--- config.mk ---
export PLATFORM = sky130hd
export DESIGN_NAME = ifu_fetch_flat
export DESIGN_NICKNAME = d
export VERILOG_FILES = /design/src/rtl/ifu_fetch_if.sv /design/src/rtl/ifu_fetch.sv /design/src/flat_wrapper.sv
export SDC_FILE = /design/constraint.sdc
export NUM_CORES = 1
export LEC_CHECK = 0
export CORE_MARGIN = 10
export CORE_UTILIZATION = 46
export DETAILED_ROUTE_END_ITERATION = 12
export PLACE_DENSITY = 0.89
export SETUP_SLACK_MARGIN = 0.05
export SYNTH_ARGS = -nofsm -noshare
export SYNTH_HDL_FRONTEND = slang
export SYNTH_SLANG_ARGS = --single-unit
--- constraint.sdc ---
create_clock -name clk -period 4.25 [get_ports clk]
set_clock_uncertainty 0.2 [all_clocks]
set_input_delay 0.85 -clock clk [delete_from_list [all_inputs] [get_ports clk]]
set_output_delay 0.85 -clock clk [all_outputs]
set_load 0.01 [all_outputs]
--- src/rtl/ifu_fetch_if.sv ---
// Instruction-memory request/response and decode handshake bundle for the fetch stage.
// master = fetch stage, slave = memory + decode side.
interface ifu_fetch_if #(
    parameter int unsigned CPU_WIDTH = 64
) ();
    logic                 imem_req_valid;
    logic [CPU_WIDTH-1:0] imem_req_addr;
    logic                 imem_req_ready;
    logic                 imem_resp_valid;
    logic [31:0]          imem_resp_data;
    logic                 id_valid;
    logic                 id_ready;
    logic [CPU_WIDTH-1:0] id_pc;
    logic [31:0]          id_inst;
    logic                 id_misalign;

    modport master (
        output imem_req_valid, imem_req_addr,
        input  imem_req_ready, imem_resp_valid, imem_resp_data,
        output id_valid, id_pc, id_inst, id_misalign,
        input  id_ready
    );

    modport slave (
        input  imem_req_valid, imem_req_addr,
        output imem_req_ready, imem_resp_valid, imem_resp_data,
        input  id_valid, id_pc, id_inst, id_misalign,
        output id_ready
    );
endinterface

--- src/rtl/ifu_fetch.sv ---
// Instruction-fetch stage: owns the fetch PC, issues one imem read at a time and
// presents {pc, inst} to decode; redirects kill in-flight or held fetches.
module ifu_fetch #(
    parameter int unsigned          CPU_WIDTH = 64,
    parameter logic [CPU_WIDTH-1:0] RESET_PC  = 64'h8000_0000,
    parameter logic [31:0]          NOP_INST  = 32'h0000_0013
) (
    input  logic                 clk,
    input  logic                 rst,
    input  logic                 fetch_en,
    input  logic [CPU_WIDTH-1:0] pc_next,
    input  logic                 pc_redirect,
    output logic [CPU_WIDTH-1:0] curr_pc,
    ifu_fetch_if.master          bus
);
    typedef enum logic [1:0] {
        ST_IDLE,
        ST_REQ,
        ST_WAIT,
        ST_HOLD
    } state_e;

    state_e               state_q, state_d;
    logic                 kill_q, kill_d;
    logic [CPU_WIDTH-1:0] curr_pc_q, curr_pc_d;
    logic [CPU_WIDTH-1:0] req_addr_q, req_addr_d;
    logic [CPU_WIDTH-1:0] id_pc_q, id_pc_d;
    logic [31:0]          id_inst_q, id_inst_d;
    logic                 id_misalign_q, id_misalign_d;

    always_comb begin
        state_d       = state_q;
        kill_d        = kill_q;
        curr_pc_d     = curr_pc_q;
        req_addr_d    = req_addr_q;
        id_pc_d       = id_pc_q;
        id_inst_d     = id_inst_q;
        id_misalign_d = id_misalign_q;

        case (state_q)
            ST_IDLE: begin
                if (fetch_en) begin
                    if (curr_pc_q[1:0] != 2'b00) begin
                        state_d       = ST_HOLD;
                        id_pc_d       = curr_pc_q;
                        id_inst_d     = NOP_INST;
                        id_misalign_d = 1'b1;
                    end else begin
                        state_d    = ST_REQ;
                        req_addr_d = curr_pc_q;
                    end
                end
            end
            ST_REQ: begin
                if (bus.imem_req_ready) state_d = ST_WAIT;
            end
            ST_WAIT: begin
                if (bus.imem_resp_valid) begin
                    if (kill_q) begin
                        kill_d  = 1'b0;
                        state_d = ST_IDLE;
                    end else begin
                        id_pc_d       = curr_pc_q;
                        id_inst_d     = bus.imem_resp_data;
                        id_misalign_d = 1'b0;
                        state_d       = ST_HOLD;
                    end
                end
            end
            ST_HOLD: begin
                if (bus.id_ready) begin
                    curr_pc_d = pc_next;
                    state_d   = ST_IDLE;
                end
            end
            default: state_d = ST_IDLE;
        endcase

        // Redirect overrides the normal transitions; a stalled request keeps its
        // latched address (req_addr_q) so it still completes and is then drained.
        if (pc_redirect) begin
            curr_pc_d = pc_next;
            case (state_q)
                ST_IDLE: state_d = ST_IDLE;
                ST_REQ:  kill_d  = 1'b1;
                ST_WAIT: begin
                    if (bus.imem_resp_valid) begin
                        state_d       = ST_IDLE;
                        kill_d        = 1'b0;
                        id_pc_d       = id_pc_q;
                        id_inst_d     = id_inst_q;
                        id_misalign_d = id_misalign_q;
                    end else begin
                        kill_d = 1'b1;
                    end
                end
                ST_HOLD: state_d = ST_IDLE;
                default: state_d = ST_IDLE;
            endcase
        end
    end

    always_ff @(posedge clk) begin
        if (rst) begin
            state_q       <= ST_IDLE;
            kill_q        <= 1'b0;
            curr_pc_q     <= RESET_PC;
            req_addr_q    <= '0;
            id_pc_q       <= '0;
            id_inst_q     <= '0;
            id_misalign_q <= 1'b0;
        end else begin
            state_q       <= state_d;
            kill_q        <= kill_d;
            curr_pc_q     <= curr_pc_d;
            req_addr_q    <= req_addr_d;
            id_pc_q       <= id_pc_d;
            id_inst_q     <= id_inst_d;
            id_misalign_q <= id_misalign_d;
        end
    end

    assign curr_pc            = curr_pc_q;
    assign bus.imem_req_valid = (state_q == ST_REQ);
    assign bus.imem_req_addr  = req_addr_q;
    assign bus.id_valid       = (state_q == ST_HOLD);
    assign bus.id_pc          = id_pc_q;
    assign bus.id_inst        = id_inst_q;
    assign bus.id_misalign    = id_misalign_q;
endmodule

--- src/flat_wrapper.sv ---
// flat-port wrapper written by rule: the top's interface ports become plain ports
module ifu_fetch_flat 
#(
    parameter int unsigned          CPU_WIDTH = 64,
    parameter logic [CPU_WIDTH-1:0] RESET_PC  = 64'h8000_0000,
    parameter logic [31:0]          NOP_INST  = 32'h0000_0013
)
  (clk, rst, fetch_en, pc_next, pc_redirect, curr_pc, bus_imem_req_valid, bus_imem_req_addr, bus_imem_req_ready, bus_imem_resp_valid, bus_imem_resp_data, bus_id_valid, bus_id_pc, bus_id_inst, bus_id_misalign, bus_id_ready);
  ifu_fetch_if #(.CPU_WIDTH(CPU_WIDTH)) bus_i ();
  input  logic clk;
  input  logic rst;
  input  logic fetch_en;
  input  logic [CPU_WIDTH-1:0] pc_next;
  input  logic pc_redirect;
  output logic [CPU_WIDTH-1:0] curr_pc;
  output wire logic [$bits(bus_i.imem_req_valid)-1:0] bus_imem_req_valid;
  output wire logic [$bits(bus_i.imem_req_addr)-1:0] bus_imem_req_addr;
  input wire logic [$bits(bus_i.imem_req_ready)-1:0] bus_imem_req_ready;
  input wire logic [$bits(bus_i.imem_resp_valid)-1:0] bus_imem_resp_valid;
  input wire logic [$bits(bus_i.imem_resp_data)-1:0] bus_imem_resp_data;
  output wire logic [$bits(bus_i.id_valid)-1:0] bus_id_valid;
  output wire logic [$bits(bus_i.id_pc)-1:0] bus_id_pc;
  output wire logic [$bits(bus_i.id_inst)-1:0] bus_id_inst;
  output wire logic [$bits(bus_i.id_misalign)-1:0] bus_id_misalign;
  input wire logic [$bits(bus_i.id_ready)-1:0] bus_id_ready;
  assign bus_imem_req_valid = bus_i.imem_req_valid;
  assign bus_imem_req_addr = bus_i.imem_req_addr;
  assign bus_i.imem_req_ready = bus_imem_req_ready;
  assign bus_i.imem_resp_valid = bus_imem_resp_valid;
  assign bus_i.imem_resp_data = bus_imem_resp_data;
  assign bus_id_valid = bus_i.id_valid;
  assign bus_id_pc = bus_i.id_pc;
  assign bus_id_inst = bus_i.id_inst;
  assign bus_id_misalign = bus_i.id_misalign;
  assign bus_i.id_ready = bus_id_ready;
  ifu_fetch #(.CPU_WIDTH(CPU_WIDTH), .RESET_PC(RESET_PC), .NOP_INST(NOP_INST)) u_core (.clk(clk), .rst(rst), .fetch_en(fetch_en), .pc_next(pc_next), .pc_redirect(pc_redirect), .curr_pc(curr_pc), .bus(bus_i));
endmodule
==> run_results.csv <==
group,metric,value,unit
logic_synthesis,syn_avg_cell_area,7.92,um2
floorplanning,rows,48,
pwr,switchingPower,1.41,mW
floorplanning,start_util,46.7,%
clock_network,tritoncts,"yes",
setup_path,cpLargestDelayFamily,"buffers and inverters",
setup_path,setup.worst_path.start_class,"register",
timing,slew_headroom,44.6,%
clock_network,clock_latency,0.51,ns
clock_network,postCtsHoldBufs,0,
drt,drtAntennaViolNets,0,
setup_path,crit_slowest_cell,"o2111ai_4",
logic_synthesis,synth_enable_flop_cells,0,
logic_synthesis,synthDistinctLibCells,29,
clock_network,postCtsSetupRepairBufs,0,
setup_path,crit_type,"reg2reg",
clock_network,clockRootBuffer,"clkbuf_16",
timing,tns,0,ns
logic_synthesis,syn_inst,1016,
logic_synthesis,synth_nets,1123,
pwr,total_power,5.28,mW
logic_synthesis,synthArstFlopShare,0,%
timing,setup_viol,0,
drt,drt_iter0_markers,467,
timing,report.final.hold_viol_count,0,
global_route,track_usage,23.1,%
final_layout,fin_cells,1555,
pwr,pwr-share-seq,43.9,%
logic_synthesis,synth_area_leaders,"dfxtp_1 (57%), nand2_1 (19%), a21oi_1 (14%)",
logic_synthesis,yosys_register_bits,228,
final_layout,fill_cells,1292,
logic_synthesis,synth_common_cells,"nand2_1 (417), dfxtp_1 (228), a21oi_1 (225)",
logic_synthesis,yosysSeqAreaShare,56.7,%
clock_network,cts.repair.resized,0,
timing,clock.fmax,328,MHz
timing,finalWorstSetupSlack,1.20,ns
worst_hold_path,hp-class,"reg2reg",
final_layout,post-route-util,71.3,%
logic_synthesis,yosys_warnings,0,
placement,dp_hpwl,20.0,mm
clock_network,cts_made_buffers,25,
drt,vias,8130,
pwr,p_sw_share,26.6,%
drt,routed_wl,28.8,mm
pwr,p_int,3.88,mW
timing,drv_slew,0,
pwr,p_clk_share,40.1,%
drt,routedWlPerCell,18.5,um
setup_path,path_buf_inv,3,
logic_synthesis,synth_most_common_cell,"nand2_1",
floorplanning,pin_count,330,
pwr,share_comb_of_total_power,16.0,%
setup_path,crit_arrival,3.27,ns
clock_network,clock_sinks,228,
final_layout,area_growth,52.7,%
timing,rsz0062_at_grt,"no",
placement,dp_slack,0.941,ns
placement,port_buffers,329,
setup_path,slowest_delay,0.66,ns
placement,dp_cells,1509,
pwr,power_leakage,4.30,nW
placement,place_congestion,0.848,
final_layout,drive_gt1_share,4.82,%
flow_run,cap_violations,0,
floorplanning,dieHeight,152,um
drt,drc,0,
logic_synthesis,yosysTopAreaCellShare,56.7,%
timing,fin_crit_sh,71.8,%
pwr,power_density,430,nW/um2
global_route,grt_start_max_net_pins,105,
global_route,grt_pass1_wl,44.5,mm
floorplanning,die_w,152,um
drt,vias_per_cell,5.23,
global_route,grt_pass1_vias,7925,
final_layout,fin_nets,1418,
setup_path,cp-end-kind,"register",
setup_path,cp.required,4.47,ns
logic_synthesis,yosys.area.top_type,"dfxtp_1",
pwr,peakVddDrop,0.332,mV
timing,post-route-min-period,3.05,ns
global_route,antenna_found_initial,1,
run_status,status,"complete, no violations",
logic_synthesis,synth_ff_type,"dfxtp_1",
logic_synthesis,syn_area,8050,um2
clock_network,clockBufferDepth,3,
setup_path,crit_fanout,74,
floorplanning,dieArea,23200,um2
setup_path,worstPathCellList,"ha_1 > buf_4 > inv_1 > o2111ai_4 > buf_12 > nand2_1 > a21oi_1",
clock_network,path_clk_slew,0.06,ns
drt,drt_pass1_iterations,4,
floorplanning,core-area,17200,um2
timing,max_slew.worst_pin.slew,0.830,ns
global_route,grt.overflow.total,0,
clock_network,htree_levels,1,
setup_path,reg2reg_setup_slack,1.20,ns
[metal layers]
layer,vias to the layer above,wire length [um],track usage (%)
li1,3901,-,-
met1,3838,10700,25.0
met2,346,14600,41.3
met3,45,2890,8.38
met4,0,657,6.56
met5,-,0,0
[cells in the final DEF (no fill, tap or decap), drive strengths merged]
| master | synthesis | layout |
|---|---|---|
| nand2 | 417 | 417 |
| clkdlybuf4s50 | 0 | 328 |
| dfxtp | 228 | 228 |
| a21oi | 225 | 225 |
| clkbuf | 50 | 41 |
| nand3 | 32 | 32 |
| buf | 25 | 15 |
| o21ai | 7 | 7 |
| inv | 6 | 7 |
| ha | 4 | 4 |
| nor2 | 3 | 3 |
| clkinv | 0 | 3 |
| nor3b | 2 | 2 |
| a31o | 2 | 2 |
| nand2b | 2 | 2 |
| nor3 | 2 | 2 |
| diode | 0 | 1 |
| a21o | 1 | 1 |
| nand3b | 1 | 1 |
| o31ai | 1 | 1 |
| nor2b | 1 | 1 |
| mux2 | 1 | 1 |
| or3b | 1 | 1 |
| o2111ai | 1 | 1 |
| o2111a | 1 | 1 |
| a221oi | 1 | 1 |
| a211oi | 1 | 1 |
| nand4 | 1 | 1 |
[layout make-up]
type	instances	area (um2)	area share [%]
multi-input combinational	707	3150	25.6
sequential	228	4560	37.1
clock buffer	41	796	6.47
timing repair buffer	343	3450	28.1
inverter	6	22.5	0.183
clock inverter	4	27.5	0.224
antenna	1	2.50	0.0204
tap	225	282	2.29
[worst paths after layout]
kind | startpoint | endpoint | depth (start not counted)
max | u_core.state_q[1] | u_core.bus.id_pc[26] | 7
min | u_core.bus.id_inst[2] | u_core.bus.id_inst[2] | 2
max reg2reg | u_core.state_q[1] | u_core.bus.id_pc[26] | 7
min reg2reg | u_core.bus.id_inst[2] | u_core.bus.id_inst[2] | 2
[through the flow]
| stage | hold slack, ns | instance area (um2) |
|---|---|---|
| after floorplan | 0.272 | 8050 |
| after global placement | 0.238 | 11500 |
| after detailed placement | 0.244 | 11500 |
| after CTS | 0.250 | 12300 |
| after global routing | 0.266 | 12300 |
| final | 0.250 | 12300 |
[sequential cells by signal (all words and copies together), names as in the netlist]
| name | cells |
|---|---|
| u_core.kill_q | 1 |
| u_core.bus.id_misalign | 1 |
| u_core.bus.id_inst | 32 |
| u_core.bus.id_pc | 64 |
| u_core.state_q | 2 |
| u_core.bus.imem_req_addr | 64 |
| u_core.curr_pc | 64 |
[power groups by stage]
stage | clock, mW | combinational [mW] | sequential (mW)
finish | 2.12 | 0.846 | 2.32
global route | 2.24 | 0.917 | 2.33
CTS | 2.15 | 0.855 | 2.32
detailed placement | 0 | 0.847 | 2.36
global placement | 0 | 0.833 | 2.36
floorplan | 0 | 0.381 | 2.39
[kinds of logic after synthesis]
group	count (synthesis)	synth area share, %
AND/OR/NAND/NOR	462	22.5
AO/OA/AOI/OAI	240	15.4
flip-flops	228	56.7
buffers and inverters	81	4.71
adder cells (fa/ha/maj)	4	0.622
multiplexers	1	0.140
[worst min-delay path, stage by stage (launching register included)]
cell and delay, ns:
dfxtp_1 0.31, nand2_1 0.05, a21oi_1 0.05
(Power assumes the default switching activity.)
